### src/rtl/alu_op_sequencer.sv
// Instruction sequencer for a shared 8-bit combinational ALU: four working
// registers, one-cycle EXEC for ALU ops, and a valid/ready OUT port.
module alu_op_sequencer #(
  parameter int NUM_REGS = 4,
  parameter int DATA_W   = 8
) (
  input  logic              i_clk,
  input  logic              i_rst,
  input  logic [7:0]        i_instr,
  input  logic [DATA_W-1:0] i_imm,
  input  logic              i_valid,
  output logic              o_ready,
  output logic [DATA_W-1:0] o_alu_instruction,
  output logic [DATA_W-1:0] o_alu_a,
  output logic [DATA_W-1:0] o_alu_b,
  input  logic [DATA_W-1:0] i_alu_result,
  output logic [DATA_W-1:0] o_out_data,
  output logic              o_out_valid,
  input  logic              i_out_ready,
  output logic              o_zero,
  output logic              o_illegal,
  output logic [7:0]        o_retired
);

  typedef enum logic [1:0] {
    IDLE    = 2'd0,
    EXEC    = 2'd1,
    OUTWAIT = 2'd2
  } state_t;

  localparam logic [2:0] OP_LOADI = 3'b110;
  localparam logic [2:0] OP_OUT   = 3'b111;

  state_t                           state_q, state_d;
  logic [NUM_REGS-1:0][DATA_W-1:0]  regs_q, regs_d;
  logic [DATA_W-1:0]                alu_instr_q, alu_instr_d;
  logic [DATA_W-1:0]                alu_a_q, alu_a_d;
  logic [DATA_W-1:0]                alu_b_q, alu_b_d;
  logic [1:0]                       dest_q, dest_d;
  logic [DATA_W-1:0]                out_data_q, out_data_d;
  logic                             out_valid_q, out_valid_d;
  logic                             zero_q, zero_d;
  logic                             illegal_q, illegal_d;
  logic [7:0]                       retired_q, retired_d;

  logic       accept;
  logic [1:0] f_rs;
  logic [1:0] f_rd;
  logic [2:0] f_op;

  assign f_rs   = i_instr[6:5];
  assign f_rd   = i_instr[4:3];
  assign f_op   = i_instr[2:0];
  assign accept = i_valid && (state_q == IDLE);

  always_comb begin
    state_d     = state_q;
    regs_d      = regs_q;
    alu_instr_d = alu_instr_q;
    alu_a_d     = alu_a_q;
    alu_b_d     = alu_b_q;
    dest_d      = dest_q;
    out_data_d  = out_data_q;
    out_valid_d = out_valid_q;
    zero_d      = zero_q;
    illegal_d   = 1'b0;
    retired_d   = retired_q;

    case (state_q)
      IDLE: begin
        if (accept) begin
          if (i_instr[7]) begin
            illegal_d = 1'b1;
          end else if (f_op == OP_LOADI) begin
            regs_d[f_rd] = i_imm;
            retired_d    = retired_q + 8'd1;
          end else if (f_op == OP_OUT) begin
            out_data_d  = regs_q[f_rs];
            out_valid_d = 1'b1;
            state_d     = OUTWAIT;
          end else begin
            // Operands are registered so the ALU sees stable inputs for the whole EXEC cycle.
            alu_instr_d = {{(DATA_W-3){1'b0}}, f_op};
            alu_a_d     = regs_q[f_rs];
            alu_b_d     = regs_q[f_rd];
            dest_d      = f_rd;
            state_d     = EXEC;
          end
        end
      end
      EXEC: begin
        regs_d[dest_q] = i_alu_result;
        zero_d         = (i_alu_result == '0);
        retired_d      = retired_q + 8'd1;
        state_d        = IDLE;
      end
      OUTWAIT: begin
        if (i_out_ready) begin
          out_valid_d = 1'b0;
          retired_d   = retired_q + 8'd1;
          state_d     = IDLE;
        end
      end
      default: state_d = IDLE;
    endcase
  end

  always_ff @(posedge i_clk) begin
    if (i_rst) begin
      state_q     <= IDLE;
      regs_q      <= '0;
      alu_instr_q <= '0;
      alu_a_q     <= '0;
      alu_b_q     <= '0;
      dest_q      <= '0;
      out_data_q  <= '0;
      out_valid_q <= 1'b0;
      zero_q      <= 1'b0;
      illegal_q   <= 1'b0;
      retired_q   <= '0;
    end else begin
      state_q     <= state_d;
      regs_q      <= regs_d;
      alu_instr_q <= alu_instr_d;
      alu_a_q     <= alu_a_d;
      alu_b_q     <= alu_b_d;
      dest_q      <= dest_d;
      out_data_q  <= out_data_d;
      out_valid_q <= out_valid_d;
      zero_q      <= zero_d;
      illegal_q   <= illegal_d;
      retired_q   <= retired_d;
    end
  end

  assign o_ready           = (state_q == IDLE);
  assign o_alu_instruction = alu_instr_q;
  assign o_alu_a           = alu_a_q;
  assign o_alu_b           = alu_b_q;
  assign o_out_data        = out_data_q;
  assign o_out_valid       = out_valid_q;
  assign o_zero            = zero_q;
  assign o_illegal         = illegal_q;
  assign o_retired         = retired_q;

endmodule

### config.mk
export PLATFORM = sky130hd
export DESIGN_NAME = alu_op_sequencer
export DESIGN_NICKNAME = d
export VERILOG_FILES = /design/src/rtl/alu_op_sequencer.sv
export SDC_FILE = /design/constraint.sdc
export NUM_CORES = 1
export LEC_CHECK = 0
export ABC_CLOCK_PERIOD_IN_PS = 2100
export CORE_MARGIN = 2
export CORE_UTILIZATION = 52
export CTS_CLUSTER_DIAMETER = 200
export DETAILED_ROUTE_END_ITERATION = 8
export PLACE_DENSITY = 0.8
export SYNTH_ARGS = -nofsm -noshare
export SYNTH_HDL_FRONTEND = slang
export SYNTH_SLANG_ARGS = --single-unit
### constraint.sdc
create_clock -name i_clk -period 2.1 [get_ports i_clk]
set_clock_uncertainty 0.15 [all_clocks]
set_input_delay 0.315 -clock i_clk [delete_from_list [all_inputs] [get_ports i_clk]]
set_output_delay 0.315 -clock i_clk [all_outputs]
set_load 0.01 [all_outputs]
==> Yosys cells after proc, flatten, opt, wreduce, memory -nomap -nowiden <==
Cells that the tools add are included.
{ "word_totals": {"reg_bits": 74, "wordCells": 82} }
{ "classes": {"add_sub_neg": 1, "magnitude_cmp": 5, "eq_ne": 10, "mux": 32, "bitwise": 5, "reduce_logical": 15} }
{ "op_table": {"columns": ["cell", "count"], "rows": [
  ["$mux W32", 3],
  ["$bwmux W32", 2],
  ["$mux W8", 8],
  ["$pmux W32 S2", 1],
  ["$bmux W8 S2", 2],
  ["$demux W8 S2", 2],
  ["$pmux W8 S3", 1],
  ["$reduce_and A5 Y1", 3],
  ["$mux W2", 5],
  ["$lt A2 B3 Y1 const B", 3],
  ["$add A8 B1 Y8 const B", 1],
  ["$logic_not A8 Y1", 1],
  ["$reduce_and A4 Y1", 2],
  ["$eq A3 B3 Y1 const B", 2],
  ["$mux W1", 6],
  ["$ne A2 B1 Y1 const B", 3],
  ["$ne A2 B2 Y1 const B", 3],
  ["$reduce_and A6 Y1", 1],
  ["$not A1 Y1", 5],
  ["$ge A2 B1 Y1 const B", 2],
  ["$pmux W2 S2", 1],
  ["$reduce_bool A2 Y1", 2],
  ["$logic_and A1 B1 Y1", 3],
  ["$reduce_bool A3 Y1", 1],
  ["other kinds (5)", 5]
]} }

==> Logic depth before layout (Yosys ltp) <==
Gate-level depths: netlist (run 1).
{ "logic_depth": {"word_depth": 9, "ltp_mapped": 7, "mapped_depth_nobuf": 4} }

==> Least setup slack after synthesis (run 1) <==
OpenSTA, ideal clock, no wires.
{ "synth_timing": {"kind": "reg-to-reg", "start": "register state_q[1]", "end": "register dest_q[0]", "arrival_ps": 1570, "required_ps": 1818, "path_slack_ps": 248, "path_stages_with_launch": 8, "n_path_buf": 3, "synth_period_minus_slack_ps": 1852, "path_cell_list": "dfxtp_1 buf_6 or4b_4 buf_6 or2_4 buf_6 nand2_1 a21oi_1"} }
{ "synth_via": {"elab_chain_cells": 3} }
{ "synth_rtl": {"columns": ["element", "line", "rtl"], "rows": [
  ["start: declaration", "34", "state_t state_q, state_d;"],
  ["start signal: assignment", "122", "state_q <= state_d;"],
  ["$logic_not A2 Y1 (*)", "54, 69", null],
  ["$logic_and A1 B1 Y1", "54", "assign accept = i_valid && (state_q == IDLE);"],
  ["$reduce_and A5 Y1 (no line) (*)", null, null],
  ["end signal: assignment", "127", "dest_q <= dest_d;"],
  ["end: declaration", "39", "logic [1:0] dest_q, dest_d;"]
]} }
Mark *: on every way between the ends. The rest lies on a longest branch, timed or not.
A chain may end at the register's enable or synchronous reset.

==> Worst setup path in the final report (run 1) <==
{ "layout_timing": {"start": "input i_instr[0]", "end": "register retired_q[6], in the netlist o_retired[6]"} }
{ "layout_via": {"elab_chain_cells": 3} }
{ "layout_rtl": {"columns": ["element", "line", "rtl"], "rows": [
  ["start: declaration", "9", "input logic [7:0] i_instr,"],
  ["$eq A3 B3 Y1", "74", "end else if (f_op == OP_LOADI) begin"],
  ["$ne A2 B1 Y1 (no line)", null, null],
  ["$reduce_and A5 Y1 (no line)", null, null],
  ["end signal: assignment", "132", "retired_q <= retired_d;"],
  ["end: declaration", "44", "logic [7:0] retired_q, retired_d;"]
]} }
No other way between the ends.

==> results of run 1 <==
## cell families after synthesis
group                      Yosys count  synth area share
AOI/OAI and AO/OA                  132            0.2393
xor gates and xnor gates             1          0.002414
adders and majority gates            1          0.003448
buffers and inverters               36           0.05862
DFF                                 74            0.4083
muxes                               26            0.1272
other                                1          0.001033
and+or+nand+nor                    105            0.1597
## repair_timing
action / CTS / global route
hold buffers: 0 / 0
setup endpoints to repair: 0 / 3
gates resized for setup: 0 / 1
setup buffers: 0 / 0
## stage by stage
step | instance area [um^2] | hold slack, ps
CTS | 4662 | 251.1
finish | 4668 | 253.7
floorplan | 3643 | 301.0
global placement | 4446 | 293.2
global route | 4668 | 265.2
detailed placement | 4446 | 296.4
## cell type report
class / instances / area share
clock buffers: 10 / 0.02734
clock inverters: 6 / 0.01903
inverters: 1 / 0.0008041
multi-input cells: 270 / 0.4189
flip-flops and latches: 74 / 0.3173
well taps: 80 / 0.02144
repair buffers: 95 / 0.1951
## cell usage in the layout, fill, tap and decap left out, types with 2 or more instances in the layout
cell | netlist | final
and2_1 | 5 | 5
and4b_1 | 2 | 2
conb_1 | 1 | 5
o21bai_2 | 3 | 3
clkdlybuf4s50_1 | 0 | 65
bufinv_16 | 0 | 2
nand2_1 | 41 | 41
nand2b_1 | 3 | 3
mux2i_1 | 9 | 9
or4_1 | 2 | 2
nor4_1 | 2 | 2
nand3_1 | 4 | 4
mux4_2 | 16 | 16
buf_4 | 6 | 26
dfxtp_1 | 74 | 74
clkinvlp_4 | 0 | 2
a22oi_1 | 32 | 32
nor2_8 | 2 | 2
buf_12 | 0 | 3
o21ai_0 | 3 | 3
or3_1 | 3 | 3
nor2b_1 | 2 | 2
a21oi_1 | 57 | 57
nor2_1 | 25 | 25
nor3_1 | 2 | 2
o31ai_1 | 2 | 2
clkbuf_8 | 0 | 9
a211oi_1 | 32 | 32
## sequential cells by signal, summed over array words and instances (netlist names), 2 cells and up
signal             flops
o_alu_instruction      3
o_alu_a                8
o_retired              8
regs_q                32
o_out_data             8
state_q                2
o_alu_b                8
dest_q                 2
## power breakdown
group,internal (mW),switching (mW)
clock network,0.672,0.553
registers,1.43,0.0232
logic,0.177,0.188
total,2.28,0.765
## metal layers
layer	part of all wire	GRT usage	up-vias
li1	-	-	1555
met1	0.44	0.3315	1542
met2	0.49	0.3988	113
met3	0.054	0.03205	13
met4	0.016	0.08951	0
met5	0	0	-
## Yosys cell counts (all sizes together)
library cell | instances | area [um^2]
a211oi | 33 | 252.7
a21o | 1 | 7.510
a21oi | 57 | 285.3
a22oi | 32 | 240.2
and2 | 5 | 31.28
and3b | 1 | 8.760
and4b | 2 | 20.02
buf | 25 | 171.4
clkbuf | 10 | 37.54
conb | 1 | 3.750
dfxtp | 74 | 1481
ha | 1 | 12.51
inv | 1 | 3.750
mux2 | 1 | 11.26
mux2i | 9 | 90.09
mux4 | 16 | 360.4
nand2 | 41 | 153.9
nand2b | 3 | 18.77
nand3 | 4 | 20.02
nand4 | 1 | 6.260
nor2 | 27 | 133.9
nor2b | 3 | 26.27
nor3 | 2 | 10.01
nor3b | 1 | 7.510
nor4 | 2 | 12.51
nor4b | 3 | 47.54
nor4bb | 2 | 20.02
o21ai | 3 | 15.01
o21bai | 4 | 52.55
o31ai | 2 | 15.01
or2 | 2 | 15.02
or3 | 3 | 18.77
or4 | 2 | 15.01
or4b | 1 | 13.76
xor2 | 1 | 8.760
## final timing paths
path                            startpoint      endpoint  slack [ps]
worst min-delay path                 i_rst  o_retired[0]         250
worst max register to register  state_q[1]  o_retired[6]         160
worst max-delay path            i_instr[0]  o_retired[6]         110
worst min register to register  o_alu_a[1]    o_alu_a[1]         310
==> metrics.csv, run 1 <==
metric;value;unit
status;finished clean;
crit end category;flop;
crit-path leading delay family;simple AND/OR/NAND/NOR gates;
critical-path cell list;clkdlybuf4s50_1 -> nor4b_2 -> a211oi_2 -> nor4b_1 -> mux2_2;
Leakage;1.574;nW
crit path DAT;2070;ps
Port Buf Inserts;66;
HP Class;primary input to flop;
GP Congestion;0.8585;
vias in the first global route;3011;
Die Wd;87.54;um
# IOs;72;
FP Rows;30;
CP required;2180;ps
worst setup path class;primary input to flop;
FF+latch count, synth;74;
Multi-input gate area;1956;um^2
fin crit share;0.9475;
Cells on Worst Hold Path;2;
clk root buf;clkbuf_8;
initial cell density of the core;0.5370;
CP max stage cell;clkdlybuf4s50_1;
power density over cell area;651.4;nW/um^2
pre-CTS setup slack;-190.5;ps
Setup TNS;0;ps
CP max FO;5;
fraction of layout cells with a size suffix above 1;0.1667;
Peak Freq;502.6;MHz
Buf+Inv Stages, Crit Path;1;
critical path depth;5;
DRT iter0 DRCs;265;
Die Y;87.54;um
RSZ-0062 raised after global routing;false;
Setup violations, final;0;
FF/Latch Area;1481;um^2
DP Wirelength;6.493;mm
Core ar.;6756;um^2
max cap viols;0;
worst r2r path cells;4;
Fill cells;511;
initial antenna violation count;0;
H-tree lvl count;3;
crit path launch type;primary input;
Hold Fails Final Rpt;0;
Layout Utilization;0.6909;
total gr overflow;0;
NumNets Final;480;
first-pass iteration count of the detailed router;5;
overall routing resource usage;0.2436;
vias per cell;6.013;
Clock Latency Late Sink;340;ps
WL per Instance;16.43;um
Placed Cells;520;
post-route ant nets;0;
die area;7662;um^2
distinct cell type count after synthesis;44;
Pins Over Slew Limit;0;
CTS tree;done;
setup slack after layout;110.2;ps
ant diodes;0;
clock-pin transition on the worst setup and hold timing paths;80;ps
first-pass GRT wire length;14.68;mm
largest net degree at the start of global routing;53;
Final Power;3.041;mW
Ys Warns;0;
VDD IR max;0.3568;mV
final cell count without fillers;536;
Avg Cell Area, Syn;9.650;um^2
slowest stage delay, CP;440;ps
vias;3223;
WL final;8.807;mm
Post-Syn Area;3628;um^2
clk sinks;74;
post-synthesis sequential area ratio;0.4083;
synth-to-layout area growth;28.66;%
Num CTS Buffers;9;
Max clock buf depth;2;
Post-Syn Instances;376;
fin crit period;1990;ps
Remaining DRCs;0;
No activity file was read; power rests on OpenSTA's default activity.
==> run 2: changes to the inputs <==
--- a/config.mk
+++ b/config.mk
@@ -5,12 +5,13 @@
 export SDC_FILE = /design/constraint.sdc
 export NUM_CORES = 1
 export LEC_CHECK = 0
-export ABC_CLOCK_PERIOD_IN_PS = 2100
+export ABC_CLOCK_PERIOD_IN_PS = 2200
 export CORE_MARGIN = 2
 export CORE_UTILIZATION = 52
 export CTS_CLUSTER_DIAMETER = 200
 export DETAILED_ROUTE_END_ITERATION = 8
 export PLACE_DENSITY = 0.8
+export SLEW_MARGIN = 20
 export SYNTH_ARGS = -nofsm -noshare
 export SYNTH_HDL_FRONTEND = slang
 export SYNTH_SLANG_ARGS = --single-unit
==> constraint.sdc (replaced) <==
create_clock -name i_clk -period 2.2 [get_ports i_clk]
set_clock_uncertainty 0.15 [all_clocks]
set_input_delay 0.33 -clock i_clk [delete_from_list [all_inputs] [get_ports i_clk]]
set_output_delay 0.33 -clock i_clk [all_outputs]
set_load 0.01 [all_outputs]
==> metrics.csv, run 2 (same netlist as run 1, synthesis figures left out) <==
metric;value;unit
status;finished clean;
global routing usage on met2;0.3953;
WL final;9.017;mm
CP max FO;10;
largest net degree at the start of global routing;62;
post-CTS setup repair buffer count;0;
Clock Latency Late Sink;350;ps
# hold bufs at CTS;0;
CP required;1720;ps
max cap viols;0;
Multi-input gate area;1949;um^2
Setup violations, final;0;
synth-to-layout area growth;27.79;%
Fill cells;537;
initial cell density of the core;0.5370;
Rel. slew slack;0.6722;
ant diodes;0;
clock-pin transition on the worst setup and hold timing paths;80;ps
first-pass iteration count of the detailed router;4;
Die Wd;87.54;um
r2r startpoint;state_q[1];
VDD IR max;0.3789;mV
NumNets Final;479;
CTS tree;done;
crit path from;state_q[1];
crit path launch type;flop;
Hold Fails Final Rpt;0;
Num CTS Buffers;9;
setup slack after layout;152.3;ps
HP Class;primary input to flop;
Die Y;87.54;um
vias in the first global route;2988;
largest register by flop count;regs_q;
worst r2r path cells;4;
crit end category;output port;
final cell count without fillers;534;
die area;7662;um^2
clk sinks;74;
clk root buf;clkbuf_8;
initial antenna violation count;0;
met1 Use GR;0.3227;
fin crit share;0.9308;
Max clock buf depth;2;
FP Rows;30;
Placed Cells;519;
RSZ-0062 raised after global routing;false;
GP Congestion;0.8495;
CP max stage cell;dfxtp_1;
fraction of layout cells with a size suffix above 1;0.1630;
pre-CTS setup slack;-76.54;ps
crit path DAT;1570;ps
# IOs;72;
first-pass GRT wire length;14.48;mm
CTS-repair resized insts;0;
Worst R2R Setup Slack;220;ps
fin crit period;2048;ps
CP endpoint;o_ready;
Leakage;1.567;nW
DRT iter0 DRCs;256;
vias;3227;
worst-margin pin slew;487.1;ps
critical path depth;2;
Peak Freq;488.4;MHz
Core ar.;6756;um^2
Port Buf Inserts;66;
post-route ant nets;0;
Remaining DRCs;0;
vias per cell;6.043;
Layout Utilization;0.6863;
Top Usage Layer GRT;met2;
Buf+Inv Stages, Crit Path;1;
WL per Instance;16.89;um
crit-path leading delay family;flip-flops;
Setup TNS;0;ps
reg2reg end;o_retired[6];
Pins Over Slew Limit;0;
most frequent cells in the layout;dfxtp_1 (74), clkdlybuf4s50_1 (65), a21oi_1 (57);
worst setup path class;flop to output port;
DP Wirelength;6.686;mm
H-tree lvl count;3;
GRT met3 Usage;0.03959;
fin area;4637;um^2
max reg flops;32;
slowest stage delay, CP;600;ps
total gr overflow;0;
overall routing resource usage;0.2409;
critical-path cell list;nor2_1 -> clkdlybuf4s50_1;
most common cell after layout, fill and taps aside;dfxtp_1;
Placed Area;4425;um^2
FF/Latch Area;1481;um^2
power density over cell area;616.2;nW/um^2
==> run 2: layer usage <==
metal / share of wire / vias up
met1: 0.44 / 1550
met3: 0.046 / 19
met2: 0.49 / 106
met5: 0 / -
met4: 0.023 / 0
li1: - / 1552
==> run 2: worst min path at each step <==
stage	startpoint	to	slack (ps)	cells after the start
2_1_floorplan	i_instr[0]	o_alu_instruction[0]	320	2
5_1_grt	i_rst	state_q[0]	200	2
3_5_place_dp	o_alu_a[1]	o_alu_a[1]	300	2
6_report	i_rst	o_out_valid	190	2
3_3_place_gp	o_alu_a[1]	o_alu_a[1]	290	2
4_1_cts	i_rst	o_out_valid	190	2
==> run 2: per-stage QoR <==
| stage | power [mW] | hold slack [ps] |
|---|---|---|
| after global placement | 1.747 | 292.7 |
| final | 2.857 | 193.2 |
| after floorplan | 1.613 | 316.0 |
| after CTS | 2.864 | 190.1 |
| after detailed placement | 1.757 | 298.3 |
| after global routing | 2.962 | 204.2 |
==> run 2: power breakdown <==
group,switching [mW],total (mW),internal (mW)
clock network,0.512,1.13,0.615
logic,0.179,0.345,0.165
registers,0.0229,1.39,1.36
total,0.714,2.86,2.14
==> run 2: cell type report <==
cell class                      count  share of cell area
Inverter                            1           0.0008095
Clock inverter                      3            0.009984
Clock buffer                       12             0.03562
Sequential cell                    74              0.3195
Tap cell                           80             0.02159
Timing Repair Buffer               94              0.1921
Multi-Input combinational cell    270              0.4204
